### config.mk
export PLATFORM = sky130hd
export DESIGN_NAME = uart_tx_fifo_flat
export DESIGN_NICKNAME = d
export VERILOG_FILES = /design/src/rtl/uart_tx_fifo_pkg.sv /design/src/rtl/uart_tx_fifo_if.sv /design/src/rtl/uart_tx_fifo_sync_fifo.sv /design/src/rtl/uart_tx_fifo.sv /design/src/flat_wrapper.sv
export SDC_FILE = /design/constraint.sdc
export NUM_CORES = 1
export LEC_CHECK = 0
export ABC_CLOCK_PERIOD_IN_PS = 2480
export BUFFER_PORTS_ARGS = -buffer_cell sky130_fd_sc_hd__buf_2
export CAP_MARGIN = 25
export CORE_MARGIN = 3
export CORE_UTILIZATION = 55
export CTS_BUF_LIST = sky130_fd_sc_hd__clkbuf_8 sky130_fd_sc_hd__clkbuf_16
export DETAILED_ROUTE_END_ITERATION = 10
export PLACE_DENSITY = 0.8
export SLEW_MARGIN = 20
export SYNTH_ARGS = -nofsm -noshare
export SYNTH_HDL_FRONTEND = slang
export SYNTH_SLANG_ARGS = --single-unit
### constraint.sdc
create_clock -name clk -period 2.48 [get_ports clk]
set_clock_uncertainty 0.05 [all_clocks]
set_input_delay 0.744 -clock clk [delete_from_list [all_inputs] [get_ports clk]]
set_output_delay 0.744 -clock clk [all_outputs]
set_load 0.05 [all_outputs]
### src/rtl/uart_tx_fifo_pkg.sv
// Shared types and parameter checks for the buffered UART transmitter.
package uart_pkg;

  typedef enum logic [1:0] {PAR_NONE, PAR_EVEN, PAR_ODD} parity_t;

  typedef enum logic [2:0] {IDLE, START, DATA, PARITY, STOP} tx_state_t;

  function automatic bit legal_cfg(int unsigned data_bits, int unsigned stop_bits);
    return (data_bits >= 5) && (data_bits <= 9) && (stop_bits >= 1) && (stop_bits <= 2);
  endfunction

endpackage

### src/rtl/uart_tx_fifo_if.sv
// Write-side bus of the transmitter: byte strobe in, FIFO status out.
interface uart_tx_fifo_if #(
  parameter int unsigned DATA_BITS = 8,
  parameter int unsigned DEPTH     = 8
);
  logic                   ready;
  logic [DATA_BITS-1:0]   data;
  logic                   transmit_ready;
  logic [$clog2(DEPTH):0] count;
  logic                   overflow;

  modport master (output ready, data, input transmit_ready, count, overflow);
  modport slave  (input ready, data, output transmit_ready, count, overflow);
endinterface

### src/rtl/uart_tx_fifo_sync_fifo.sv
// Synchronous FIFO with extra pointer MSB to tell full from empty.
module sync_fifo #(
  parameter int unsigned WIDTH = 8,
  parameter int unsigned DEPTH = 8
) (
  input  logic                   clk,
  input  logic                   rst,
  input  logic                   push,
  input  logic                   pop,
  input  logic [WIDTH-1:0]       wdata,
  output logic [WIDTH-1:0]       rdata,
  output logic                   full,
  output logic                   empty,
  output logic [$clog2(DEPTH):0] count,
  output logic                   overflow
);
  localparam int unsigned AW = $clog2(DEPTH);

  logic [WIDTH-1:0] r_mem [DEPTH];
  logic [AW:0]      r_wr_ptr;
  logic [AW:0]      r_rd_ptr;
  logic             r_overflow;
  logic             w_do_push;
  logic             w_do_pop;

  assign empty     = (r_wr_ptr == r_rd_ptr);
  assign full      = (r_wr_ptr[AW] != r_rd_ptr[AW]) && (r_wr_ptr[AW-1:0] == r_rd_ptr[AW-1:0]);
  assign count     = r_wr_ptr - r_rd_ptr;
  assign rdata     = r_mem[r_rd_ptr[AW-1:0]];
  assign overflow  = r_overflow;
  // A pop in the same cycle frees a slot, so a push into a full FIFO still lands.
  assign w_do_pop  = pop && !empty;
  assign w_do_push = push && (!full || w_do_pop);

  always_ff @(posedge clk) begin
    if (rst) begin
      r_wr_ptr   <= '0;
      r_rd_ptr   <= '0;
      r_overflow <= 1'b0;
    end else begin
      if (w_do_push) r_wr_ptr <= r_wr_ptr + 1'b1;
      if (w_do_pop)  r_rd_ptr <= r_rd_ptr + 1'b1;
      if (push && !w_do_push) r_overflow <= 1'b1;
    end
  end

  always_ff @(posedge clk) begin
    if (w_do_push) r_mem[r_wr_ptr[AW-1:0]] <= wdata;
  end

endmodule

### src/rtl/uart_tx_fifo.sv
// Buffered UART transmitter: FIFO-fed frame FSM with baud counter and parity.
module uart_tx_fifo
  import uart_pkg::*;
#(
  parameter int unsigned CLK_DIV   = 10417,
  parameter int unsigned DATA_BITS = 8,
  parameter parity_t     PARITY    = PAR_NONE,
  parameter int unsigned STOP_BITS = 1,
  parameter int unsigned DEPTH     = 8
) (
  input  logic           clk,
  input  logic           Rst,
  uart_tx_fifo_if.slave  bus,
  output logic           tx_serial,
  output logic           tx_busy
);
  localparam int unsigned BAUD_W = $clog2(CLK_DIV);

  if (!legal_cfg(DATA_BITS, STOP_BITS) || CLK_DIV < 2 || DEPTH < 2 ||
      (DEPTH & (DEPTH - 1)) != 0) begin : g_bad_cfg
    $error("uart_tx_fifo: illegal parameter set");
  end

  tx_state_t            r_state, w_state_nxt;
  logic [BAUD_W-1:0]    r_baud, w_baud_nxt;
  logic [3:0]           r_idx, w_idx_nxt;
  logic [DATA_BITS-1:0] r_shift, w_shift_nxt;
  logic                 r_par, w_par_nxt;
  logic                 r_tx, w_tx_nxt;
  logic                 w_pop, w_load, w_tick;
  logic [DATA_BITS-1:0] w_rdata;
  logic                 w_full, w_empty;

  sync_fifo #(.WIDTH(DATA_BITS), .DEPTH(DEPTH)) u_fifo (
    .clk     (clk),
    .rst     (Rst),
    .push    (bus.ready),
    .pop     (w_pop),
    .wdata   (bus.data),
    .rdata   (w_rdata),
    .full    (w_full),
    .empty   (w_empty),
    .count   (bus.count),
    .overflow(bus.overflow)
  );

  assign bus.transmit_ready = !w_full;
  assign tx_serial          = r_tx;
  assign tx_busy            = (r_state != IDLE);
  assign w_tick             = (r_baud == BAUD_W'(CLK_DIV - 1));

  always_comb begin
    w_state_nxt = r_state;
    w_baud_nxt  = (r_state == IDLE || w_tick) ? '0 : r_baud + 1'b1;
    w_idx_nxt   = r_idx;
    w_shift_nxt = r_shift;
    w_par_nxt   = r_par;
    w_load      = 1'b0;
    w_pop       = 1'b0;
    w_tx_nxt    = 1'b1;
    case (r_state)
      IDLE:  if (!w_empty) w_load = 1'b1;
      START: if (w_tick) begin
        w_state_nxt = DATA;
        w_idx_nxt   = '0;
      end
      DATA:  if (w_tick) begin
        if (r_idx == 4'(DATA_BITS - 1)) begin
          w_state_nxt = (PARITY != PAR_NONE) ? uart_pkg::PARITY : STOP;
          w_idx_nxt   = '0;
        end else begin
          w_shift_nxt = r_shift >> 1;
          w_idx_nxt   = r_idx + 1'b1;
        end
      end
      uart_pkg::PARITY: if (w_tick) begin
        w_state_nxt = STOP;
        w_idx_nxt   = '0;
      end
      STOP:  if (w_tick) begin
        if (r_idx == 4'(STOP_BITS - 1)) begin
          if (!w_empty) w_load = 1'b1;
          else          w_state_nxt = IDLE;
        end else begin
          w_idx_nxt = r_idx + 1'b1;
        end
      end
      default: w_state_nxt = IDLE;
    endcase
    if (w_load) begin
      w_pop       = 1'b1;
      w_shift_nxt = w_rdata;
      w_par_nxt   = (^w_rdata) ^ (PARITY == PAR_ODD);
      w_idx_nxt   = '0;
      w_state_nxt = START;
    end
    // Line level is computed for the state being entered so tx_serial stays registered.
    case (w_state_nxt)
      START:            w_tx_nxt = 1'b0;
      DATA:             w_tx_nxt = w_shift_nxt[0];
      uart_pkg::PARITY: w_tx_nxt = w_par_nxt;
      default:          w_tx_nxt = 1'b1;
    endcase
  end

  always_ff @(posedge clk) begin
    if (Rst) begin
      r_state <= IDLE;
      r_baud  <= '0;
      r_idx   <= '0;
      r_shift <= '0;
      r_par   <= 1'b0;
      r_tx    <= 1'b1;
    end else begin
      r_state <= w_state_nxt;
      r_baud  <= w_baud_nxt;
      r_idx   <= w_idx_nxt;
      r_shift <= w_shift_nxt;
      r_par   <= w_par_nxt;
      r_tx    <= w_tx_nxt;
    end
  end

endmodule

### src/flat_wrapper.sv
// flat-port wrapper written by rule: the top's interface ports become plain ports
module uart_tx_fifo_flat import uart_pkg::*;
#(
  parameter int unsigned CLK_DIV   = 10417,
  parameter int unsigned DATA_BITS = 8,
  parameter parity_t     PARITY    = PAR_NONE,
  parameter int unsigned STOP_BITS = 1,
  parameter int unsigned DEPTH     = 8
)
  (clk, Rst, tx_serial, tx_busy, bus_ready, bus_data, bus_transmit_ready, bus_count, bus_overflow);
  uart_tx_fifo_if #(.DATA_BITS(DATA_BITS), .DEPTH(DEPTH)) bus_i ();
  input  logic clk;
  input  logic Rst;
  output logic tx_serial;
  output logic tx_busy;
  input wire logic [$bits(bus_i.ready)-1:0] bus_ready;
  input wire logic [$bits(bus_i.data)-1:0] bus_data;
  output wire logic [$bits(bus_i.transmit_ready)-1:0] bus_transmit_ready;
  output wire logic [$bits(bus_i.count)-1:0] bus_count;
  output wire logic [$bits(bus_i.overflow)-1:0] bus_overflow;
  assign bus_i.ready = bus_ready;
  assign bus_i.data = bus_data;
  assign bus_transmit_ready = bus_i.transmit_ready;
  assign bus_count = bus_i.count;
  assign bus_overflow = bus_i.overflow;
  uart_tx_fifo #(.CLK_DIV(CLK_DIV), .DATA_BITS(DATA_BITS), .PARITY(PARITY), .STOP_BITS(STOP_BITS), .DEPTH(DEPTH)) u_core (.clk(clk), .Rst(Rst), .bus(bus_i), .tx_serial(tx_serial), .tx_busy(tx_busy));
endmodule
==> results.py, run 1 <==
metrics = {
    "run_status": {
        "status": "finished clean",
    },
    "cells_and_area": {
        "areaGrowthSynthToFinish_pct": 12.0,
        "diodes": 0,
        "drive_gt1_share_pct": 20.3,
        "final_nets": 425,
        "multi_input_area_um2": 1950,
        "final_util_pct": 64.5,
        "seqCellArea_um2": 2790,
        "layout.cells.non_filler": 514,
        "nFillCells": 609,
        "design_area_um2": 5400,
    },
    "worst_setup_path": {
        "crit_type": "reg -> out",
        "slowest_stage": "dfxtp_2",
        "worstPathArrival_ns": 1.67,
        "reg2regPathDepth": 9,
        "start_kind": "register",
        "crit_fanout": 2,
        "cp.required_ns": 1.69,
        "max_stage_delay_ns": 0.36,
        "end_kind": "output port",
        "crit_chain": "inv_2, ha_4, a21o_1, a21oi_2, xor2_2, buf_6",
    },
    "routing": {
        "wirelength_mm": 8.52,
        "ant_nets": 0,
        "post_drt_wl_per_cell_um": 16.6,
        "remaining_drc_errors": 0,
        "drt_iter0_drc": 102,
        "drtPass1Iterations": 4,
        "viasPerCell": 5.69,
        "route.vias.total": 2926,
    },
    "cts": {
        "numCtsBuffers": 9,
        "clk_pin_slew_worst_paths_ns": 0.11,
        "clockRootBuffer": "clkbuf_8",
        "clock_sinks": 107,
        "hold_buffers": 0,
        "cts_max_level": 3,
        "clock_latency_ns": 0.37,
        "clk_path_buf_depth": 2,
        "cts_tree": "done",
    },
    "floorplanning": {
        "die_h_um": 99.6,
        "io_pins": 19,
        "die_area_um2": 9930,
        "dieWidth_um": 99.6,
        "num_rows": 33,
        "core_area_um2": 8380,
        "start_util_pct": 57.5,
    },
    "logic_synthesis": {
        "synth_area_um2": 4820,
        "syn_nets": 389,
        "ys_types": 49,
        "syn_avg_cell_area_um2": 13.1,
        "yosysWarnings": 0,
        "yosys_most_used_dff": "edfxtp_1",
        "synth.yosys.seq_area_share_pct": 57.7,
        "synth-async-reset-ratio_pct": 0,
        "synth_cells": 368,
        "ys_ff_latch": 107,
        "synth-edff-count": 64,
    },
    "min_path": {
        "hp-class": "reg -> reg",
        "min_path_cells": 2,
    },
    "global_routing": {
        "grt_pass1_wl_mm": 14.0,
        "overflow": 0,
        "grt_start_max_net_pins": 25,
        "grt_antenna_before_repair": 0,
        "first_global_vias": 2879,
        "grt.total_usage_pct": 18.1,
    },
    "sta": {
        "worstMarginPinSlew_ns": 0.524,
        "min_period_ns": 2.46,
        "rsz0062_at_grt": "yes",
        "slew_violations": 0,
        "finalHoldViolations": 0,
        "relSlewSlack_pct": 65.0,
        "setup_viol": 0,
        "fin_crit_sh_pct": 99.3,
        "max_freq_ghz": 0.406,
    },
    "placed_design": {
        "place_inst": 496,
        "hpwl_mm": 5.91,
        "portBuffers": 18,
        "place_area_um2": 5130,
        "routabilityCongestion": 0.839,
    },
    "pwr": {
        "p_leak_nw": 1.88,
        "power_density_nw_per_um2": 816,
        "ir_drop_uv": 377,
        "p_total_mw": 4.41,
    },
    "job": {
        "cap_violations": 0,
    },
}
per-layer routing:
metal	track usage (%)	part of all wire, %	up-vias
li1	-	-	1423
met3	4.35	3.5	18
met4	6.09	1.9	0
met2	29.7	50	41
met5	0	0	-
met1	23.9	44	1444
placed cells by master (no fill, tap or decap), types with 3 or more instances in the layout:
cell,synthesis,layout
nor3b_1,3,3
nor3_1,6,4
mux2_1,5,5
a21o_1,3,3
nand4_1,6,6
dfxtp_2,0,4
edfxtp_1,64,64
ha_1,9,7
nand3_1,9,9
nor2_1,41,41
nand2_1,17,16
or3_1,6,6
buf_2,3,15
mux2i_1,22,22
mux2_2,3,3
buf_6,4,3
dfxtp_1,43,39
a211oi_1,7,7
o21ai_0,4,4
nor2b_1,4,4
nor4_2,1,3
inv_1,15,14
xnor2_1,19,18
inv_6,0,3
xor2_1,12,11
a21oi_1,12,11
mux4_1,12,12
buf_4,1,21
clkbuf_8,0,9
and3_1,4,4
logic make-up (layout without fill, tap and decap cells):
kind of cell | Yosys count | after routing | synth area share (%)
xor gates and xnor gates | 31 | 31 | 5.63
adders and majority gates | 10 | 10 | 2.75
and+or+nand+nor | 109 | 109 | 11.4
AOI/OAI and AO/OA | 37 | 37 | 5.14
DFF | 107 | 107 | 57.7
buffers and inverters | 30 | 71 | 3.45
muxes | 44 | 44 | 13.9
synth_stat cells, types with 2 or more instances:
cell	number	area share, %
nand2_1	17	1.3
edfxtp_1	64	40
or3_1	6	0.78
a21o_1	3	0.47
mux2_2	3	0.70
o211ai_1	2	0.31
buf_6	4	0.93
or4_1	2	0.31
o21ai_0	4	0.42
nor2b_1	4	0.52
dfxtp_1	43	18
o21a_1	2	0.31
nor3b_1	3	0.47
mux4_1	12	6.5
mux2_1	5	1.2
xor2_1	12	2.2
mux2i_1	22	4.6
nor4_1	2	0.26
xnor2_1	19	3.5
nand4_1	6	0.78
and3_1	4	0.52
ha_1	9	2.3
and3b_1	2	0.36
nand3_1	9	0.93
a211oi_1	7	1.1
inv_1	15	1.2
mux4_2	2	0.93
buf_2	3	0.31
nor2_1	41	3.2
a21oi_1	12	1.2
clkbuf_1	6	0.47
nor3_1	6	0.62
critical path, delay by kind of cell (launching register included):
family | cells | cell delay, ns
flip-flops | 1 | 0.36
XOR/XNOR | 1 | 0.15
adder cells (fa/ha/maj) | 1 | 0.21
buffers and inverters | 2 | 0.21
AO/OA/AOI/OAI | 2 | 0.36
path summary, 6_finish.rpt:
path | from | to | slack [ns]
setup / recovery | u_core.u_fifo.r_rd_ptr[1] | bus_count[3] | 0.02
hold / removal | u_core.u_fifo.overflow | u_core.u_fifo.overflow | 0.43
setup reg to reg | u_core.r_baud[0] | u_core.u_fifo.r_mem[4][0] | 0.11
hold reg to reg | u_core.u_fifo.overflow | u_core.u_fifo.overflow | 0.43
registers in the layout (all words and copies together) (netlist names), named ones only:
signal	count
u_core.tx_serial	1
u_core.u_fifo.r_mem	64
u_core.r_baud	14
u_core.r_state	3
u_core.u_fifo.overflow	1
u_core.u_fifo.r_rd_ptr	4
u_core.r_idx	4
u_core.u_fifo.r_wr_ptr	4
u_core.r_shift	8
u_core.r_par	1
cell type report:
class,instances,share of cell area [%]
Sequential cell,107,51.6
Multi-Input combinational cell,231,36.1
Timing Repair Buffer,40,5.30
Tap cell,105,2.43
Clock buffer,9,2.29
Clock inverter,7,1.16
Inverter,15,1.09
repair_timing:
action | 4_1_cts | 5_1_grt
gates resized for setup | 17 | 4
pin swaps | 1 | 4
endpoints found under the setup margin | 3 | 43
setup buffers | 0 | 2
power by group:
group / internal (mW) / switching (mW)
logic: 0.587 / 0.716
clock network: 0.387 / 0.612
registers: 2.02 / 0.0907
total: 2.99 / 1.42
metrics by stage:
| stage | setup WS, ns | setup TNS (ns) | hold WS, ns |
|---|---|---|---|
| 2_1_floorplan | -0.152 | -3.51 | 0.380 |
| 3_3_place_gp | 0.177 | 0 | 0.393 |
| 3_5_place_dp | 0.126 | 0 | 0.405 |
| 4_1_cts | 0.00843 | 0 | 0.429 |
| 5_1_grt | -0.0527 | -0.321 | 0.449 |
| 6_report | 0.0179 | 0 | 0.430 |
Note: power is estimated with default switching activity, not from simulation.
==> inputs of run 2 (changes only) <==
Settings changed: SETUP_SLACK_MARGIN set to 0.4.
==> run 2 against run 1 <==
  * The flow now finishes with violations (negative setup slack)
  * Critical path depth unchanged
  * Core utilization grew 15 points
  * Clock power hardly changed
  * Cell count grew 8.6%
  * Highest routed layer unchanged
  * Sequential cell count unchanged
  * Total power rose by 30%
  * Fmax is 4.2% lower
==> results.py, run 2 (synthesis gave the netlist of run 1 again) <==
metrics = {
    "sta": {
        "fin_crit_sh_pct": 104,
        "slew_violations": 0,
        "setup_viol": 3,
        "finalHoldViolations": 0,
        "worstMarginPinSlew_ns": 0.458,
        "relSlewSlack_pct": 69.5,
        "timing.hold.ws_ns": 0.452,
        "rsz0062_at_grt": "yes",
        "max_freq_ghz": 0.389,
        "min_period_ns": 2.57,
        "finalWorstSetupSlack_ns": -0.0896,
    },
    "worst_setup_path": {
        "crit_fanout": 5,
        "slowest_stage": "dfxtp_4",
        "cp.required_ns": 1.69,
        "reg2reg_slack_ns": 0.14,
        "crit_type": "reg -> out",
        "crit_family": "flip-flops",
        "end_kind": "output port",
        "crit_chain": "inv_4, ha_4, a21o_1, a21oi_4, xor2_4, buf_6",
        "worstPathArrival_ns": 1.78,
        "startpoint": "u_core.u_fifo.r_rd_ptr[1]",
        "start_kind": "register",
        "critical_path_buf_inv_count": 2,
        "r2r-start": "u_core.r_baud[1]",
        "max_stage_delay_ns": 0.41,
    },
    "cells_and_area": {
        "areaGrowthSynthToFinish_pct": 38.6,
        "nFillCells": 419,
        "diodes": 0,
        "final_cell_mix": "edfxtp_1 (64), buf_4 (35), nor2_1 (28)",
        "final_nets": 469,
        "final_common_cell": "edfxtp_1",
        "largest_register_ffs": 64,
        "design_area_um2": 6690,
        "drive_gt1_share_pct": 51.9,
    },
    "routing": {
        "viasPerCell": 5.98,
        "drt_iter0_drc": 210,
        "route.vias.total": 3338,
        "post_drt_wl_per_cell_um": 23.1,
        "ant_nets": 0,
        "drtPass1Iterations": 5,
        "wirelength_mm": 12.9,
        "remaining_drc_errors": 0,
    },
    "cts": {
        "cts_max_level": 3,
        "hold_buffers": 0,
        "clk_path_buf_depth": 2,
        "clock_latency_ns": 0.38,
        "numCtsBuffers": 9,
        "cts_tree": "done",
        "clock_sinks": 107,
        "clockRootBuffer": "clkbuf_8",
        "clk_pin_slew_worst_paths_ns": 0.10,
    },
    "floorplanning": {
        "io_pins": 19,
        "start_util_pct": 57.5,
        "die_h_um": 99.6,
        "die_area_um2": 9930,
        "dieWidth_um": 99.6,
        "num_rows": 33,
        "core_area_um2": 8380,
    },
    "global_routing": {
        "grt_pass1_wl_mm": 17.5,
        "grt_start_max_net_pins": 21,
        "first_global_vias": 3301,
        "grt_antenna_before_repair": 0,
        "grt.total_usage_pct": 23.4,
        "overflow": 0,
    },
    "pwr": {
        "ir_drop_uv": 422,
        "p_sw_share_pct": 34.6,
        "combPwrFrac_pct": 44.4,
        "power_density_nw_per_um2": 856,
        "p_total_mw": 5.72,
        "switchingPower_mw": 1.98,
        "p_leak_nw": 2.28,
        "p_clk_share_pct": 17.9,
        "p_int_mw": 3.74,
        "p_seq_share_pct": 37.7,
    },
    "placed_design": {
        "hpwl_mm": 6.10,
        "place_area_um2": 5390,
        "routabilityCongestion": 0.845,
        "portBuffers": 18,
    },
    "run_status": {
        "status": "finished with violations",
        "violations": "negative setup slack",
    },
    "min_path": {
        "timing.hold.worst.start": "u_core.r_state[2]",
        "hp-class": "reg -> reg",
    },
    "job": {
        "cap_violations": 0,
    },
}
[run 2: cell types whose count changed in the layout (fill, tap and decap cells not counted), sizes merged]
cell | previous run | this run
clkinv | 2 | 1
inv | 20 | 19
clkbuf | 9 | 11
buf | 40 | 82
clkinvlp | 0 | 2
[run 2: final timing paths]
path	endpoint	cells past startpoint
max	bus_count[3]	6
min	u_core.r_state[1]	1
max reg2reg	u_core.r_shift[7]	11
min reg2reg	u_core.r_state[1]	1
[run 2: power groups by stage]
stage / Clock (mW) / Combinational (mW) / Sequential, mW
6_report: 1.02 / 2.54 / 2.16
4_1_cts: 1.03 / 2.02 / 2.13
2_1_floorplan: 0 / 1.18 / 2.15
3_3_place_gp: 0 / 1.36 / 2.16
5_1_grt: 1.10 / 2.64 / 2.17
3_5_place_dp: 0 / 1.39 / 2.17
[run 2: timing repair]
action,CTS,global route
resized for setup,118,56
pin swaps,23,26
setup buffers,28,14
gates cloned,3,2
endpoints found under the setup margin,92,94
[run 2: per-layer routing]
metal  share of wire [%]  GRT usage, %
met1                  37          28.2
met4                 3.1          7.04
met2                  55          41.8
met3                 4.4          5.26
met5                   0             0
[run 2: cell type report]
cell class / count / area (um2) / area share, %
Tap cell: 105 / 131 / 1.97
Clock inverter: 7 / 61.3 / 0.917
Clock buffer: 9 / 124 / 1.85
Multi-Input combinational cell: 231 / 2590 / 38.7
Sequential cell: 107 / 2830 / 42.4
Timing Repair Buffer: 84 / 877 / 13.1
Inverter: 15 / 71.3 / 1.07
[run 2: per-stage QoR]
step	util, %	TNS (ns)	cells	setup WS, ns
2_1_floorplan	-	0	368	0.0751
3_3_place_gp	64.3	0	495	0.156
3_5_place_dp	64.3	0	495	0.101
4_1_cts	75.0	-0.0357	542	-0.0357
5_1_grt	79.8	-0.288	558	-0.147
6_report	79.8	-0.161	558	-0.0896
